### config.mk
export PLATFORM = sky130hd
export DESIGN_NAME = op_output_router
export DESIGN_NICKNAME = d
export VERILOG_FILES = /design/src/rtl/op_output_router_pkg.sv /design/src/rtl/op_output_router_mux.sv /design/src/rtl/op_output_router.sv
export SDC_FILE = /design/constraint.sdc
export NUM_CORES = 1
export LEC_CHECK = 0
export CORE_MARGIN = 3
export CORE_UTILIZATION = 30
export DETAILED_ROUTE_END_ITERATION = 12
export MAX_ROUTING_LAYER = met4
export SYNTH_ARGS = -nofsm -noshare
export SYNTH_HDL_FRONTEND = slang
export SYNTH_SLANG_ARGS = --single-unit
### constraint.sdc
create_clock -name clk -period 2.1 [get_ports clk]
set_input_delay 0.315 -clock clk [delete_from_list [all_inputs] [get_ports clk]]
set_output_delay 0.315 -clock clk [all_outputs]
set_load 0.01 [all_outputs]
### src/rtl/op_output_router_pkg.sv
// Shared types and helpers for the op output router: command codes, handler
// indices, servo levels and the router handshake state encoding.
package OpOutputRouter_PKG;

    localparam int OP_CMD_BITS = 4;

    // Op command encoding (Op_st.cmd)
    typedef enum logic [OP_CMD_BITS-1:0] {
        CMD_G00 = 4'd0,
        CMD_G01 = 4'd1,
        CMD_G02 = 4'd2,
        CMD_G03 = 4'd3,
        CMD_G04 = 4'd4,
        CMD_G20 = 4'd5,
        CMD_G21 = 4'd6,
        CMD_G28 = 4'd7,
        CMD_G90 = 4'd8,
        CMD_G91 = 4'd9,
        CMD_M03 = 4'd10,
        CMD_M05 = 4'd11
    } op_cmd_e;

    localparam logic SERVO_POS_UP = 1'b1;

    localparam int STEPPER_PULSE_NUM_X_BITS = 16;
    localparam int STEPPER_PULSE_NUM_Y_BITS = 16;

    localparam int unsigned HANDLER_LIN   = 0;
    localparam int unsigned HANDLER_CIRC  = 1;
    localparam int unsigned HANDLER_DUMMY = 2;

    typedef enum logic [1:0] {
        ST_IDLE     = 2'd0,
        ST_ROUTE    = 2'd1,
        ST_WAIT_UPD = 2'd2
    } OpOutputRouter_state_e;

    // Linear moves go to the lin handler, arcs to circ, everything else to the
    // last (catch-all) handler. Indices beyond the handler count collapse onto it.
    function automatic int unsigned cmd_to_handler(input logic [OP_CMD_BITS-1:0] cmd,
                                                   input int unsigned num_handlers);
        int unsigned idx;
        case (cmd)
            CMD_G00, CMD_G01: idx = HANDLER_LIN;
            CMD_G02, CMD_G03: idx = HANDLER_CIRC;
            default:          idx = num_handlers - 1;
        endcase
        if (idx >= num_handlers) idx = num_handlers - 1;
        return idx;
    endfunction

endpackage

### src/rtl/op_output_router_mux.sv
// Combinational slice-select of every handler output field by handler index.
module op_handler_mux
    import OpOutputRouter_PKG::*;
#(
    parameter int NUM_HANDLERS = 3,
    parameter int X_BITS       = 16,
    parameter int Y_BITS       = 16,
    parameter int POS_BITS     = 16,
    parameter int SEL_W        = 2
) (
    input  logic [SEL_W-1:0]                       sel_i,
    input  logic [NUM_HANDLERS-1:0][X_BITS-1:0]    h_pulse_num_x_i,
    input  logic [NUM_HANDLERS-1:0][Y_BITS-1:0]    h_pulse_num_y_i,
    input  logic [NUM_HANDLERS-1:0]                h_servo_pos_i,
    input  logic [NUM_HANDLERS-1:0][POS_BITS-1:0]  h_new_x_i,
    input  logic [NUM_HANDLERS-1:0][POS_BITS-1:0]  h_new_y_i,
    output logic [X_BITS-1:0]                      pulse_num_x_o,
    output logic [Y_BITS-1:0]                      pulse_num_y_o,
    output logic                                   servo_pos_o,
    output logic [POS_BITS-1:0]                    new_x_o,
    output logic [POS_BITS-1:0]                    new_y_o
);

    always_comb begin
        pulse_num_x_o = '0;
        pulse_num_y_o = '0;
        servo_pos_o   = SERVO_POS_UP;
        new_x_o       = '0;
        new_y_o       = '0;
        for (int i = 0; i < NUM_HANDLERS; i++) begin
            if (sel_i == SEL_W'(i)) begin
                pulse_num_x_o = h_pulse_num_x_i[i];
                pulse_num_y_o = h_pulse_num_y_i[i];
                servo_pos_o   = h_servo_pos_i[i];
                new_x_o       = h_new_x_i[i];
                new_y_o       = h_new_y_i[i];
            end
        end
    end

endmodule

### src/rtl/op_output_router.sv
// Registered router: latches the handler chosen by the op command and forwards
// its motor/position outputs through a route / wait-for-update handshake.
module op_output_router
    import OpOutputRouter_PKG::*;
#(
    parameter int NUM_HANDLERS     = 3,
    parameter int PULSE_NUM_X_BITS = STEPPER_PULSE_NUM_X_BITS,
    parameter int PULSE_NUM_Y_BITS = STEPPER_PULSE_NUM_Y_BITS,
    parameter int POS_BITS         = 16,
    parameter int TIMEOUT_CYCLES   = 2**24
) (
    input  logic                                          clk,
    input  logic                                          reset_n,
    input  logic                                          op_valid,
    input  logic [OP_CMD_BITS-1:0]                        op_cmd,
    output logic                                          op_ready,
    input  logic [NUM_HANDLERS-1:0][PULSE_NUM_X_BITS-1:0] h_pulse_num_x,
    input  logic [NUM_HANDLERS-1:0][PULSE_NUM_Y_BITS-1:0] h_pulse_num_y,
    input  logic [NUM_HANDLERS-1:0]                       h_servo_pos,
    input  logic [NUM_HANDLERS-1:0]                       h_trigger,
    input  logic [NUM_HANDLERS-1:0][POS_BITS-1:0]         h_new_x,
    input  logic [NUM_HANDLERS-1:0][POS_BITS-1:0]         h_new_y,
    input  logic [NUM_HANDLERS-1:0]                       h_update,
    output logic [PULSE_NUM_X_BITS-1:0]                   pulse_num_x,
    output logic [PULSE_NUM_Y_BITS-1:0]                   pulse_num_y,
    output logic                                          servo_pos,
    output logic                                          trigger,
    output logic [POS_BITS-1:0]                           new_x,
    output logic [POS_BITS-1:0]                           new_y,
    output logic                                          update,
    output logic [$clog2(NUM_HANDLERS)-1:0]               sel,
    output logic                                          stray_err,
    output logic                                          timeout_err,
    input  logic                                          err_clear
);

    localparam int SEL_W = $clog2(NUM_HANDLERS);
    localparam int CNT_W = (TIMEOUT_CYCLES > 1) ? $clog2(TIMEOUT_CYCLES) : 1;
    localparam logic [CNT_W-1:0] TMO_LAST =
        CNT_W'((TIMEOUT_CYCLES > 0) ? TIMEOUT_CYCLES - 1 : 0);

    OpOutputRouter_state_e state_q, state_d;
    logic [SEL_W-1:0]            sel_q, sel_d;
    logic [PULSE_NUM_X_BITS-1:0] px_q, px_d;
    logic [PULSE_NUM_Y_BITS-1:0] py_q, py_d;
    logic                        servo_q, servo_d;
    logic                        trig_q, trig_d;
    logic [POS_BITS-1:0]         nx_q, nx_d;
    logic [POS_BITS-1:0]         ny_q, ny_d;
    logic                        upd_q, upd_d;
    logic                        stray_q, stray_d;
    logic                        tmo_q, tmo_d;
    logic [CNT_W-1:0]            cnt_q, cnt_d;

    logic [PULSE_NUM_X_BITS-1:0] mux_px;
    logic [PULSE_NUM_Y_BITS-1:0] mux_py;
    logic                        mux_servo;
    logic [POS_BITS-1:0]         mux_nx, mux_ny;

    logic [NUM_HANDLERS-1:0] sel_oh;
    logic                    trig_sel, upd_sel, stray_set, tmo_hit;

    op_handler_mux #(
        .NUM_HANDLERS (NUM_HANDLERS),
        .X_BITS       (PULSE_NUM_X_BITS),
        .Y_BITS       (PULSE_NUM_Y_BITS),
        .POS_BITS     (POS_BITS),
        .SEL_W        (SEL_W)
    ) u_mux (
        .sel_i           (sel_q),
        .h_pulse_num_x_i (h_pulse_num_x),
        .h_pulse_num_y_i (h_pulse_num_y),
        .h_servo_pos_i   (h_servo_pos),
        .h_new_x_i       (h_new_x),
        .h_new_y_i       (h_new_y),
        .pulse_num_x_o   (mux_px),
        .pulse_num_y_o   (mux_py),
        .servo_pos_o     (mux_servo),
        .new_x_o         (mux_nx),
        .new_y_o         (mux_ny)
    );

    // Only the latched handler's strobes count; in IDLE nobody owns the path.
    assign sel_oh    = NUM_HANDLERS'(1) << sel_q;
    assign trig_sel  = |(h_trigger & sel_oh);
    assign upd_sel   = |(h_update & sel_oh);
    assign stray_set = (state_q == ST_IDLE) ? |(h_trigger | h_update)
                                            : |((h_trigger | h_update) & ~sel_oh);
    assign tmo_hit   = (TIMEOUT_CYCLES != 0) && (state_q != ST_IDLE) && (cnt_q == TMO_LAST);

    always_comb begin
        state_d = state_q;
        sel_d   = sel_q;
        px_d    = px_q;
        py_d    = py_q;
        servo_d = servo_q;
        trig_d  = 1'b0;
        nx_d    = nx_q;
        ny_d    = ny_q;
        upd_d   = 1'b0;
        cnt_d   = cnt_q;

        case (state_q)
            ST_IDLE: begin
                if (op_valid) begin
                    sel_d   = SEL_W'(cmd_to_handler(op_cmd, NUM_HANDLERS));
                    cnt_d   = '0;
                    state_d = ST_ROUTE;
                end
            end
            ST_ROUTE: begin
                cnt_d = cnt_q + CNT_W'(1);
                if (tmo_hit) begin
                    state_d = ST_IDLE;
                end else begin
                    px_d    = mux_px;
                    py_d    = mux_py;
                    servo_d = mux_servo;
                    trig_d  = trig_sel;
                    if (trig_sel) state_d = ST_WAIT_UPD;
                    // Zero-motion ops (and trigger+update together) finish here
                    if (upd_sel) begin
                        nx_d    = mux_nx;
                        ny_d    = mux_ny;
                        upd_d   = 1'b1;
                        state_d = ST_IDLE;
                    end
                end
            end
            ST_WAIT_UPD: begin
                cnt_d = cnt_q + CNT_W'(1);
                if (tmo_hit) begin
                    state_d = ST_IDLE;
                end else if (upd_sel) begin
                    nx_d    = mux_nx;
                    ny_d    = mux_ny;
                    upd_d   = 1'b1;
                    state_d = ST_IDLE;
                end
            end
            default: state_d = ST_IDLE;
        endcase

        // A new error event outranks a simultaneous clear
        stray_d = stray_set | (stray_q & ~err_clear);
        tmo_d   = tmo_hit | (tmo_q & ~err_clear);
    end

    always_ff @(posedge clk or negedge reset_n) begin
        if (!reset_n) begin
            state_q <= ST_IDLE;
            sel_q   <= '0;
            px_q    <= '0;
            py_q    <= '0;
            servo_q <= SERVO_POS_UP;
            trig_q  <= 1'b0;
            nx_q    <= '0;
            ny_q    <= '0;
            upd_q   <= 1'b0;
            stray_q <= 1'b0;
            tmo_q   <= 1'b0;
            cnt_q   <= '0;
        end else begin
            state_q <= state_d;
            sel_q   <= sel_d;
            px_q    <= px_d;
            py_q    <= py_d;
            servo_q <= servo_d;
            trig_q  <= trig_d;
            nx_q    <= nx_d;
            ny_q    <= ny_d;
            upd_q   <= upd_d;
            stray_q <= stray_d;
            tmo_q   <= tmo_d;
            cnt_q   <= cnt_d;
        end
    end

    assign op_ready    = (state_q == ST_IDLE);
    assign sel         = sel_q;
    assign pulse_num_x = px_q;
    assign pulse_num_y = py_q;
    assign servo_pos   = servo_q;
    assign trigger     = trig_q;
    assign new_x       = nx_q;
    assign new_y       = ny_q;
    assign update      = upd_q;
    assign stray_err   = stray_q;
    assign timeout_err = tmo_q;

endmodule

Yosys cells after proc, flatten, opt, wreduce, memory -nomap -nowiden
Cells that the tools add are included.

Shift operators: 1. Reductions and logical operators: 18. Bitwise logic cells: 11. Equality and inequality tests: 11. Muxes and demuxes: 34. Add/subtract/negate cells: 1. $lt $le $gt $ge: 1.

Operator list (count): 2-to-1 mux 16 bit (12); 2-to-1 mux 32 bit (2); one-hot mux 24 bit (2 select lines) (1); >= comparator 32 x 2 -> 1 bit, second input constant (1); adder 24 x 1 -> 24 bit, second input constant (1); == test 24 bit, second input constant (1); 2-to-1 mux 24 bit (1); 2-to-1 mux 2 bit (7); OR reduction 3 bit (4); AND 3 bit (3); 2-to-1 mux 1 bit (9); == test 4 x 2 -> 1 bit, second input constant (2); one-hot mux 2 bit (3 select lines) (1); AND reduction 2 bit (3); AND reduction 3 bit (2); OR reduction 2 bit (3); == test 2 x 1 -> 1 bit, second input constant (2); == test 2 bit, second input constant (2); == test 4 x 1 -> 1 bit, second input constant (1); zero test 2 bit (2); zero test 4 bit (1); inequality test 4 bit, second input constant (1); one-hot mux 2 bit (2 select lines) (1); nonzero test 2 bit (2); other kinds (9) (12).

Bits of input ports: 209. Output and inout bits: 72. Register bits: 97.

Longest topological paths before layout
Gate-level depths: netlist of run 1.

Depth after elaboration: 7. Mapped depth: 10.

Hierarchy
Synthesis of run 1 repeated with hierarchy kept, for this count alone.

Cells, all modules: 489. Area total of the unflattened synthesis: 5874.4 um^2.

By module, submodules not included: op_output_router (area each 4459.3 um^2, seq. area each 2428.6 um^2, cells each 335, instances 1); op_handler_mux (area each 1415.1 um^2, seq. area each 0.0 um^2, cells each 154, instances 1).

Worst setup path before layout of run 1
Ideal clock, no wire load.

Path type: register -> register. Start point: register state_q[0]. End point: register state_q[0]. Arrival: 1901 ps. Library setup time: 128 ps. Period minus slack after synthesis: 2029 ps. Path slack: 71 ps. Stages on the path, launching flop included: 9. Required time: 1972 ps. Cells stage by stage: dfrtp_1 inv_1 ha_1 buf_2 nand4b_1 nor4_1 a211oi_1 a211oi_2 mux2_1.

Elaborated cells on any way between the ends: 12. Those cells by class: eq/ne (5); mux (3); reduce/logical (4).

RTL lines: from (decl) (RTL line op_output_router.sv:42) `OpOutputRouter_state_e state_q, state_d;`; from (signal assigned) (RTL line op_output_router.sv:164) `state_q <= state_d;`; zero test 2 bit (*); via op_ready (RTL line op_output_router.sv:16) `output logic op_ready,`; inequality test 2 bit (no source line); AND reduction 3 bit (no source line).

The timed path passes the listed nets; every way through them passes the cells marked *. A chain may end at the register's enable or synchronous reset.

Worst setup path after layout of run 1
Start point: register state_q[1]. End point: register state_q[1].

Word-level cells in the longest chain between the ends: 4. Elaborated cells on any way between the ends: 12. Those cells by class: eq/ne (5); mux (3); reduce/logical (4).

RTL lines: nonzero test 2 bit (RTL line op_output_router.sv:89) `assign tmo_hit = (TIMEOUT_CYCLES != 0) && (state_q != ST_IDLE) && (cnt_q == TMO_LAST);`; logical AND 1 bit (RTL line op_output_router.sv:89); inequality test 4 bit (no source line), or another cell as far along; AND reduction 3 bit (no source line) or one-hot mux 2 bit (3 select lines) (tied branches).

Several ways; a longest one is shown, not always the timed one.

==> key figures, run 1 <==
Outcome
  • Status: finished, final reports clean

Route
  • DRT antenna net count: 0
  • Final wirelength: 17.76 mm
  • Via count: 5,151
  • Drt pass-1 iters: 4
  • # DRC: 0
  • DRT iter0 DRCs: 151
  • Via density per instance: 4.761
  • Drt wl/cell: 16.41 um

Timing
  • Fin crit period: 1.990 ns
  • Fin crit share: 94.77%
  • Rel. slew slack: 64.06%
  • Fin Clk Skew: 0.008405 ns
  • Max Freq: 502.5 MHz
  • Worst-Margin Slew: 0.5391 ns
  • Slew Limit Fails: 0
  • Final hold violations: 0
  • RSZ-0062 raised after global routing: false
  • Final setup vio count: 0

Synthesis
  • Synth unique cells: 51
  • YS warnings: 0
  • Gate Count Post-Synth: 566
  • Adder-Cell Fraction of Synth Area: 1.125%
  • Mean Syn Cell Area: 9.826 um^2
  • Ys async rst share: 100.0%
  • Dominant synthesized flop cell: dfrtp_1
  • Fraction of the mapped netlist area in compound gates: 11.36%
  • Mux cell area share after synthesis: 20.88%
  • Dominant combinational cell family by area after synthesis: multiplexers
  • Synth Register Bits: 97
  • Simple-Gate Fraction of Synth Area: 15.05%
  • Xor and xnor area share after synthesis: 3.150%
  • Synth Net Count: 780
  • Sequential share of the synthesized area: 43.67%
  • Cell area after synthesis: 0.005562 mm^2
  • EDFF count, synth: 0

Clock network
  • CTS tree: yes
  • Clock Latency Late Sink: 0.34 ns
  • H-Tree Depth: 3
  • Sink Count: 97
  • CTS buffer count: 9
  • Maximum clock insertion buffer count: 2
  • Clock-pin slew of the registers on the worst-case setup and hold paths: 0.07 ns
  • CTS root buffer: clkbuf_16
  • Hold Buf Count CTS: 0

Die
  • Die Ht: 142.2 um
  • Core area: 0.01809 mm^2
  • Io pins: 281
  • Row count: 49
  • Die width: 142.2 um
  • Initial Util: 30.75%
  • Die area: 0.02021 mm^2

Global routing
  • Global-route wire length before repair: 27.13 mm
  • GR Overflow Total: 0
  • Largest net degree at the start of global routing: 98
  • Initial antenna violation count: 0
  • Vias in the first global route: 5,281
  • GRT Total Usage: 17.35%

Worst setup path
  • CP Capture Type: register
  • Critical Path AT: 2.21 ns
  • WP data required: 2.31 ns
  • Max FO, Critical Path: 4
  • Reg2reg path depth: 8
  • CP Class: reg -> reg
  • Crit. Startpoint: state_q[1]$_DFFE_PN0P_
  • R2r startpoint: state_q[1]$_DFFE_PN0P_
  • Critical Path Start Type: register
  • FF-to-FF End: state_q[1]$_DFFE_PN0P_
  • Worst Setup EP: state_q[1]$_DFFE_PN0P_
  • Flop2flop setup slack: 0.11 ns

Power
  • Power density over the cells: 1196 mW/mm^2
  • Static leakage: 4.135 nW
  • VDD IR max: 0.5039 mV
  • Overall Power: 10.83 mW

Min path
  • HP Class: in -> async

Place
  • Port buffer count: 279
  • Final GP Congestion: 0.8452
  • Placed Area: 0.008678 mm^2
  • # placed instances: 1,063
  • DPL Wire Length: 13.56 mm

Finish
  • Final nets: 1,062
  • Post-Layout Cell Count: 1,082
  • Area delta synth->final: 62.77%
  • Final Cell Area: 0.009052 mm^2
  • Fraction of layout instances using a drive strength above 1: 10.79%
  • # diodes: 0

Job
  • Max Cap Viol: 0
[synthesized netlist by cell type (2+ instances only)]
master / n / share of area [%]
buf_2: 14 / 1.3
buf_4: 2 / 0.27
a211oi_1: 2 / 0.27
dfrtp_1: 96 / 43
nor2b_1: 4 / 0.45
a22o_1: 2 / 0.32
o21ai_1: 33 / 3.0
ha_1: 5 / 1.1
o21ai_0: 35 / 3.1
nand3_1: 7 / 0.63
xor2_1: 18 / 2.8
nand4_1: 11 / 1.2
nor4_1: 2 / 0.22
mux2_4: 29 / 7.8
mux2i_1: 68 / 12
and4_1: 2 / 0.32
inv_1: 6 / 0.40
nor2_1: 61 / 4.1
clkbuf_1: 14 / 0.94
nor3_1: 3 / 0.27
buf_12: 3 / 1.1
buf_1: 2 / 0.14
nand2_1: 73 / 4.9
and3_1: 5 / 0.56
buf_6: 3 / 0.61
mux2_1: 4 / 0.81
xnor2_1: 2 / 0.32
a21oi_1: 36 / 3.2
and2_1: 2 / 0.22
[through the flow]
| step | worst slack [ns] | utilization (%) | hold WS, ns | setup TNS, ns |
|---|---|---|---|---|
| final | 0.1098 | 50.05 | 0.01442 | 0 |
| after CTS | 0.007168 | 49.55 | 0.03739 | 0 |
| after global placement | 0.004767 | 47.98 | 0.4096 | 0 |
| after detailed placement | -0.01630 | 47.98 | 0.4185 | -0.02769 |
| after global routing | 0.002583 | 50.05 | 0.04416 | 0 |
| after floorplan | 0.07136 | - | 0.01941 | 0 |
[cell families after synthesis]
family	count (synthesis)
AND/OR/NAND/NOR	181
AO/OA/AOI/OAI	117
multiplexers	101
flip-flops	97
buffers and inverters	45
XOR/XNOR	20
adder cells (fa/ha/maj)	5
[how the worst min path moves through the flow]
stage,to,slack [ns]
global route,stray_err$_DFF_PN0_,0.04
floorplan,cnt_q[0]$_DFFE_PN0P_,0.02
finish,new_x[10]$_DFFE_PN0P_,0.01
CTS,new_y[3]$_DFFE_PN0P_,0.04
detailed placement,new_y[3]$_DFFE_PN0P_,0.42
global placement,new_y[3]$_DFFE_PN0P_,0.41
[cells in the final DEF, fill, tap and decap left out, drive strengths merged, types with 3 or more instances in the layout]
master and instances:
o21ai 68, clkinvlp 3, xor2 18, and3 5
nor3b 3, clkdlybuf4s50 277, a211oi 3, nor3 3
ha 5, inv 7, nand4 12, mux2 33
dfrtp 96, nand3 9, buf 30, nor2b 4
nand2 73, mux2i 68, a21oi 36, clkbuf 12
nor2 61
[critical path, cell delays in order, from the launching register on]
cell and delay (ns):
dfrtp_1 0.37, inv_1 0.10, ha_4 0.19, nand4b_1 0.23
nor4_4 0.29, a211oi_2 0.13, buf_4 0.15, buf_4 0.12
o32a_1 0.28
[what timing repair did]
action | CTS | global route
endpoints found under the setup margin | 21 | 30
gates resized for setup | 5 | 9
endpoints found under the hold margin | 0 | 0
cloned | 0 | 1
pin swaps | 0 | 4
setup buffers | 0 | 2
[power by group]
part | internal (mW) | switching, mW
logic | 3.51 | 2.77
clock network | 0.800 | 0.694
registers | 2.61 | 0.442
[final cells by class]
| type | instances | area, um^2 |
|---|---|---|
| fill | 1644 | 9034 |
| timing repair buffer | 309 | 3114 |
| multi-input combinational | 424 | 2927 |
| sequential | 97 | 2434 |
| tap | 229 | 286.5 |
| clock buffer | 11 | 232.7 |
| clock inverter | 5 | 32.53 |
| inverter | 7 | 26.28 |
[flip-flops by register name (all words and copies together) (netlist names)]
signal       count
cnt_q           24
new_x           16
new_y           16
pulse_num_x     16
pulse_num_y     16
sel              2
servo_pos        1
state_q          2
stray_err        1
timeout_err      1
trigger          1
update           1
[per-layer routing]
metal  routed length (um)  vias up  track usage, %
li1                     -     2531               -
met1                 7034     2382           19.96
met2                 8764      221           29.29
met3                 1629       17           4.536
met4                  331        0           6.061
met5                    0        -               -
Power figures use the tool's default switching activity.
==> run 2: changes to the inputs <==
- CORE_UTILIZATION: 30 -> 41
- PLACE_DENSITY: default -> 0.82
==> run 2 against run 1 <==
Compared with the run above:
- fmax shrank 1.0%
- final cell count fell by 5.5%
- core utilization rose by 19 points
- via count is 1.5% higher
- critical endpoint is now sel[0]
- largest power group unchanged
==> key figures, run 2 (synthesized netlist as in run 1, its figures left out) <==
Route
  • DRT iter0 DRCs: 371
  • Drt pass-1 iters: 5
  • Via density per instance: 5.109
  • Via count: 5,226
  • DRT antenna net count: 0
  • # DRC: 0
  • Final wirelength: 17.02 mm
  • Drt wl/cell: 16.64 um

Finish
  • # diodes: 0
  • Most frequent cells in the layout: clkdlybuf4s50_1 (277), dfrtp_1 (94), nand2_1 (73)
  • Fraction of layout instances using a drive strength above 1: 10.46%
  • Final Cell Area: 0.008944 mm^2
  • Post-Layout Cell Count: 1,023
  • Finished Core Util: 69.18%
  • Top reg by flops: cnt_q
  • Final nets: 1,060
  • Area delta synth->final: 60.81%
  • Max reg flops: 24
  • Most common cell after layout, fill and taps aside: clkdlybuf4s50_1

Die
  • Die width: 122.5 um
  • Die area: 0.01500 mm^2
  • Io pins: 281
  • Die Ht: 122.5 um
  • Initial Util: 43.02%
  • Core area: 0.01293 mm^2
  • Row count: 41

Timing
  • Worst setup margin: 0.08952 ns
  • Setup TNS: 0 ns
  • Fin crit period: 2.010 ns
  • Slew Limit Fails: 0
  • Worst-Margin Slew: 0.5187 ns
  • Fin crit share: 95.74%
  • Rel. slew slack: 65.15%
  • Max Freq: 497.4 MHz
  • Final setup vio count: 0
  • Fin Clk Skew: 0.009450 ns
  • Final hold violations: 0
  • RSZ-0062 raised after global routing: true

Place
  • DP Worst Slack: -0.01847 ns
  • # placed instances: 1,006
  • Final GP Congestion: 0.8827
  • Port buffer count: 279
  • Placed Area: 0.008594 mm^2
  • DPL Wire Length: 13.42 mm

Global routing
  • GR Overflow Total: 0
  • Initial antenna violation count: 0
  • Global-route wire length before repair: 26.65 mm
  • Vias in the first global route: 5,369
  • Largest net degree at the start of global routing: 68
  • GRT Total Usage: 23.04%

Clock network
  • CTS root buffer: clkbuf_16
  • Clock-pin slew of the registers on the worst-case setup and hold paths: 0.06 ns
  • Clock Latency Late Sink: 0.34 ns
  • CTS tree: yes
  • Maximum clock insertion buffer count: 2
  • Post-CTS setup buffers: 0
  • Sink Count: 97
  • CTS buffer count: 9
  • H-Tree Depth: 3

Worst setup path
  • Flop2flop setup slack: 0.10 ns
  • Critical Path Start Type: register
  • Reg2reg path depth: 7
  • R2r startpoint: state_q[0]$_DFFE_PN0P_
  • Critical Path AT: 1.70 ns
  • WP data required: 1.78 ns
  • CP Class: reg -> out
  • Max FO, Critical Path: 42
  • CP Capture Type: output port
  • FF-to-FF End: state_q[0]$_DFFE_PN0P_

Power
  • Static leakage: 4.127 nW
  • Power density over the cells: 1210 mW/mm^2
  • VDD IR max: 0.5811 mV

Outcome
  • Status: finished, final reports clean

Min path
  • HP Class: in -> async

Job
  • Max Cap Viol: 0
==> run 2: per-stage QoR <==
step           hold WS [ns]  total power, mW
2_1_floorplan       0.01941            6.579
3_3_place_gp         0.2988            8.968
3_5_place_dp         0.3084            9.171
4_1_cts              0.4825            10.90
5_1_grt              0.5041            11.54
6_report             0.4739            10.82
==> run 2: cell type report <==
class,instances,area (um^2)
inverters,7,26.28
well taps,172,215.2
flip-flops and latches,97,2434
repair buffers,307,3055
multi-input cells,424,2909
clock inverters,6,65.06
clock buffers,10,239.0
fillers,1005,3984
==> run 2: repair_timing <==
item	in CTS	in global routing
resized for setup	3	5
hold buffers	1	0
hold endpoints to repair	35	0
setup endpoints to repair	3	71
==> run 2: worst max path at each step <==
stage | from | end | slack (ns) | depth (start not counted)
3_5_place_dp | h_update[2] | state_q[0]$_DFFE_PN0P_ | -0.02 | 6
3_3_place_gp | op_valid | cnt_q[21]$_DFFE_PN0P_ | 0.03 | 6
2_1_floorplan | state_q[0]$_DFFE_PN0P_ | state_q[0]$_DFFE_PN0P_ | 0.07 | 8
5_1_grt | state_q[0]$_DFFE_PN0P_ | state_q[0]$_DFFE_PN0P_ | -0.03 | 7
6_report | sel[0]$_DFFE_PN0P_ | sel[0] | 0.09 | 2
4_1_cts | state_q[0]$_DFFE_PN0P_ | state_q[0]$_DFFE_PN0P_ | 0.02 | 7
==> run 2: per-layer routing <==
| metal | GRT usage (%) | vias up | wire length [um] |
|---|---|---|---|
| met2 | 40.16 | 198 | 8773 |
| met4 | 7.628 | 0 | 412 |
| li1 | - | 2529 | - |
| met5 | - | - | 0 |
| met1 | 26.50 | 2473 | 6529 |
| met3 | 4.839 | 26 | 1309 |
==> run 2: power breakdown <==
group / switching, mW / internal (mW) / total [mW]
logic: 2.76 / 3.36 / 6.12
registers: 0.424 / 2.61 / 3.04
clock network: 0.712 / 0.960 / 1.67
==> run 2: critical path: stages, from the launching register on <==
cell	delay, ns
dfrtp_2	0.47
buf_6	0.29
clkdlybuf4s50_1	0.59
==> run 3: changes to the inputs <==
- CTS_CLUSTER_DIAMETER: default -> 50
- clock period: 2.1 -> 1.9 ns (I/O delays scaled with it)
==> run 3 against run 2 <==
Compared with the run above:
- the flow now finishes with violations (setup timing)
- clock skew is 0.0030 ns lower
- first-iteration DRC count is 25% lower
- worst setup slack worse by 0.20 ns
- design area is 3.0% higher
- sequential power is 9.9% higher
- sequential cell count stayed put
- critical path type is now reg -> reg
- critical path depth is 5 higher
- routed wire length is 4.0% higher
==> key figures, run 3 (synthesized netlist as in run 1, its figures left out) <==
Power
  • Power density over the cells: 1363 mW/mm^2
  • VDD IR max: 0.7361 mV
  • Static leakage: 4.275 nW
  • Overall Power: 12.55 mW

Finish
  • Max reg flops: 24
  • Final nets: 1,081
  • Most frequent cells in the layout: clkdlybuf4s50_1 (276), dfrtp_1 (94), nand2_1 (73)
  • Most common cell after layout, fill and taps aside: clkdlybuf4s50_1
  • Finished Core Util: 71.24%
  • Top reg by flops: cnt_q
  • Area delta synth->final: 65.58%
  • Fraction of layout instances using a drive strength above 1: 13.07%
  • # diodes: 0

Die
  • Io pins: 281
  • Row count: 41
  • Core area: 0.01293 mm^2
  • Initial Util: 43.02%
  • Die width: 122.5 um
  • Die Ht: 122.5 um
  • Die area: 0.01500 mm^2

Timing
  • Worst setup margin: -0.1151 ns
  • Fin crit share: 106.1%
  • Fin crit period: 2.015 ns
  • Worst-Margin Slew: 0.4974 ns
  • Final setup vio count: 30
  • RSZ-0062 raised after global routing: true
  • Max Freq: 496.3 MHz
  • Slew Limit Fails: 0
  • Fin Clk Skew: 0.006443 ns
  • Rel. slew slack: 66.84%
  • Final hold violations: 0
  • Fin Hold WS: 0.4569 ns
  • Setup TNS: -1.271 ns

Job
  • Max Cap Viol: 0

Global routing
  • Global-route wire length before repair: 27.60 mm
  • GR Overflow Total: 0
  • Initial antenna violation count: 0
  • Vias in the first global route: 5,697
  • Largest net degree at the start of global routing: 45
  • GRT Total Usage: 23.69%

Worst setup path
  • Slowest stage cell, crit path: dfrtp_1
  • Crit-path cells: inv_2, ha_4, nand4b_1, nor4_4, a211oi_2, a211oi_2, mux2_4
  • Critical Path Start Type: register
  • Max incr delay on CP: 0.37 ns
  • CP Capture Type: register
  • CP dominant cell by count: a211oi_2
  • CP Class: reg -> reg
  • Critical Path AT: 2.24 ns
  • Crit path max-delay family: simple AND/OR/NAND/NOR gates
  • Max FO, Critical Path: 5
  • WP data required: 2.12 ns
  • Crit path buffers/inverters: 1

Route
  • Final wirelength: 17.71 mm
  • Drt pass-1 iters: 4
  • DRT antenna net count: 0
  • # DRC: 0
  • Via count: 5,356
  • Drt wl/cell: 16.97 um
  • Via density per instance: 5.130
  • DRT iter0 DRCs: 278

Clock network
  • CTS buffer count: 9
  • CTS root buffer: clkbuf_16
  • H-Tree Depth: 3
  • Maximum clock insertion buffer count: 2
  • CTS tree: yes
  • Clock-pin slew of the registers on the worst-case setup and hold paths: 0.07 ns
  • Sink Count: 97
  • Clock Latency Late Sink: 0.34 ns

Place
  • Port buffer count: 279
  • Final GP Congestion: 0.8857
  • DP Worst Slack: -0.2119 ns
  • DPL Wire Length: 13.78 mm

Outcome
  • Violated checks: setup timing
  • Status: complete, but fails checks

Min path
  • HP Class: in -> async
## run 3: layer usage
metal / global-route usage (%) / share of wire, % / up-vias
met5: - / 0 / -
met4: 8.467 / 3.0 / 0
met3: 4.747 / 7.2 / 34
met2: 43.04 / 53 / 201
met1: 25.61 / 37 / 2549
li1: - / - / 2572
## run 3: worst paths after layout
check	startpoint	to	slack [ns]	cells after the start
hold reg to reg	servo_pos$_DFFE_PN1P_	servo_pos$_DFFE_PN1P_	0.48	2
min in group clk	servo_pos$_DFFE_PN1P_	servo_pos$_DFFE_PN1P_	0.48	2
max in group asynchronous	reset_n	servo_pos$_DFFE_PN1P_	0.75	3
setup / recovery	state_q[0]$_DFFE_PN0P_	state_q[0]$_DFFE_PN0P_	-0.12	7
hold / removal	reset_n	cnt_q[0]$_DFFE_PN0P_	0.46	2
setup reg to reg	state_q[0]$_DFFE_PN0P_	state_q[0]$_DFFE_PN0P_	-0.12	7
## run 3: through the flow
stage | area [um^2] | cells
CTS | 9130 | 1038
floorplan | 5592 | 566
detailed placement | 8723 | 1020
global placement | 8723 | 1020
finish | 9209 | 1044
global route | 9209 | 1044
## run 3: cell type report
cell class	instances	area (um^2)
clock buffers	12	266.5
clock inverters	4	97.59
fillers	959	3719
inverters	7	26.28
multi-input cells	424	2928
flip-flops and latches	97	2434
well taps	172	215.2
repair buffers	328	3242
## run 3: worst register-to-register path: stages (launching register included)
cell,delay (ns)
dfrtp_1,0.37
inv_2,0.06
ha_4,0.18
nand4b_1,0.25
nor4_4,0.31
a211oi_2,0.13
a211oi_2,0.27
mux2_4,0.33
## run 3: repair_timing
action | CTS | global route
hold endpoints to repair | 33 | 0
endpoints found under the setup margin | 57 | 75
hold buffers | 1 | 0
buffers inserted | 1 | 5
pin swaps | 3 | 4
resized for setup | 7 | 1
cloned | 0 | 1
## run 3: power breakdown
part | switching (mW) | leakage [nW] | internal [mW]
Sequential | 0.448 | 1.22 | 2.89
Clock | 0.742 | 0.175 | 1.39
Combinational | 3.15 | 2.88 | 3.94
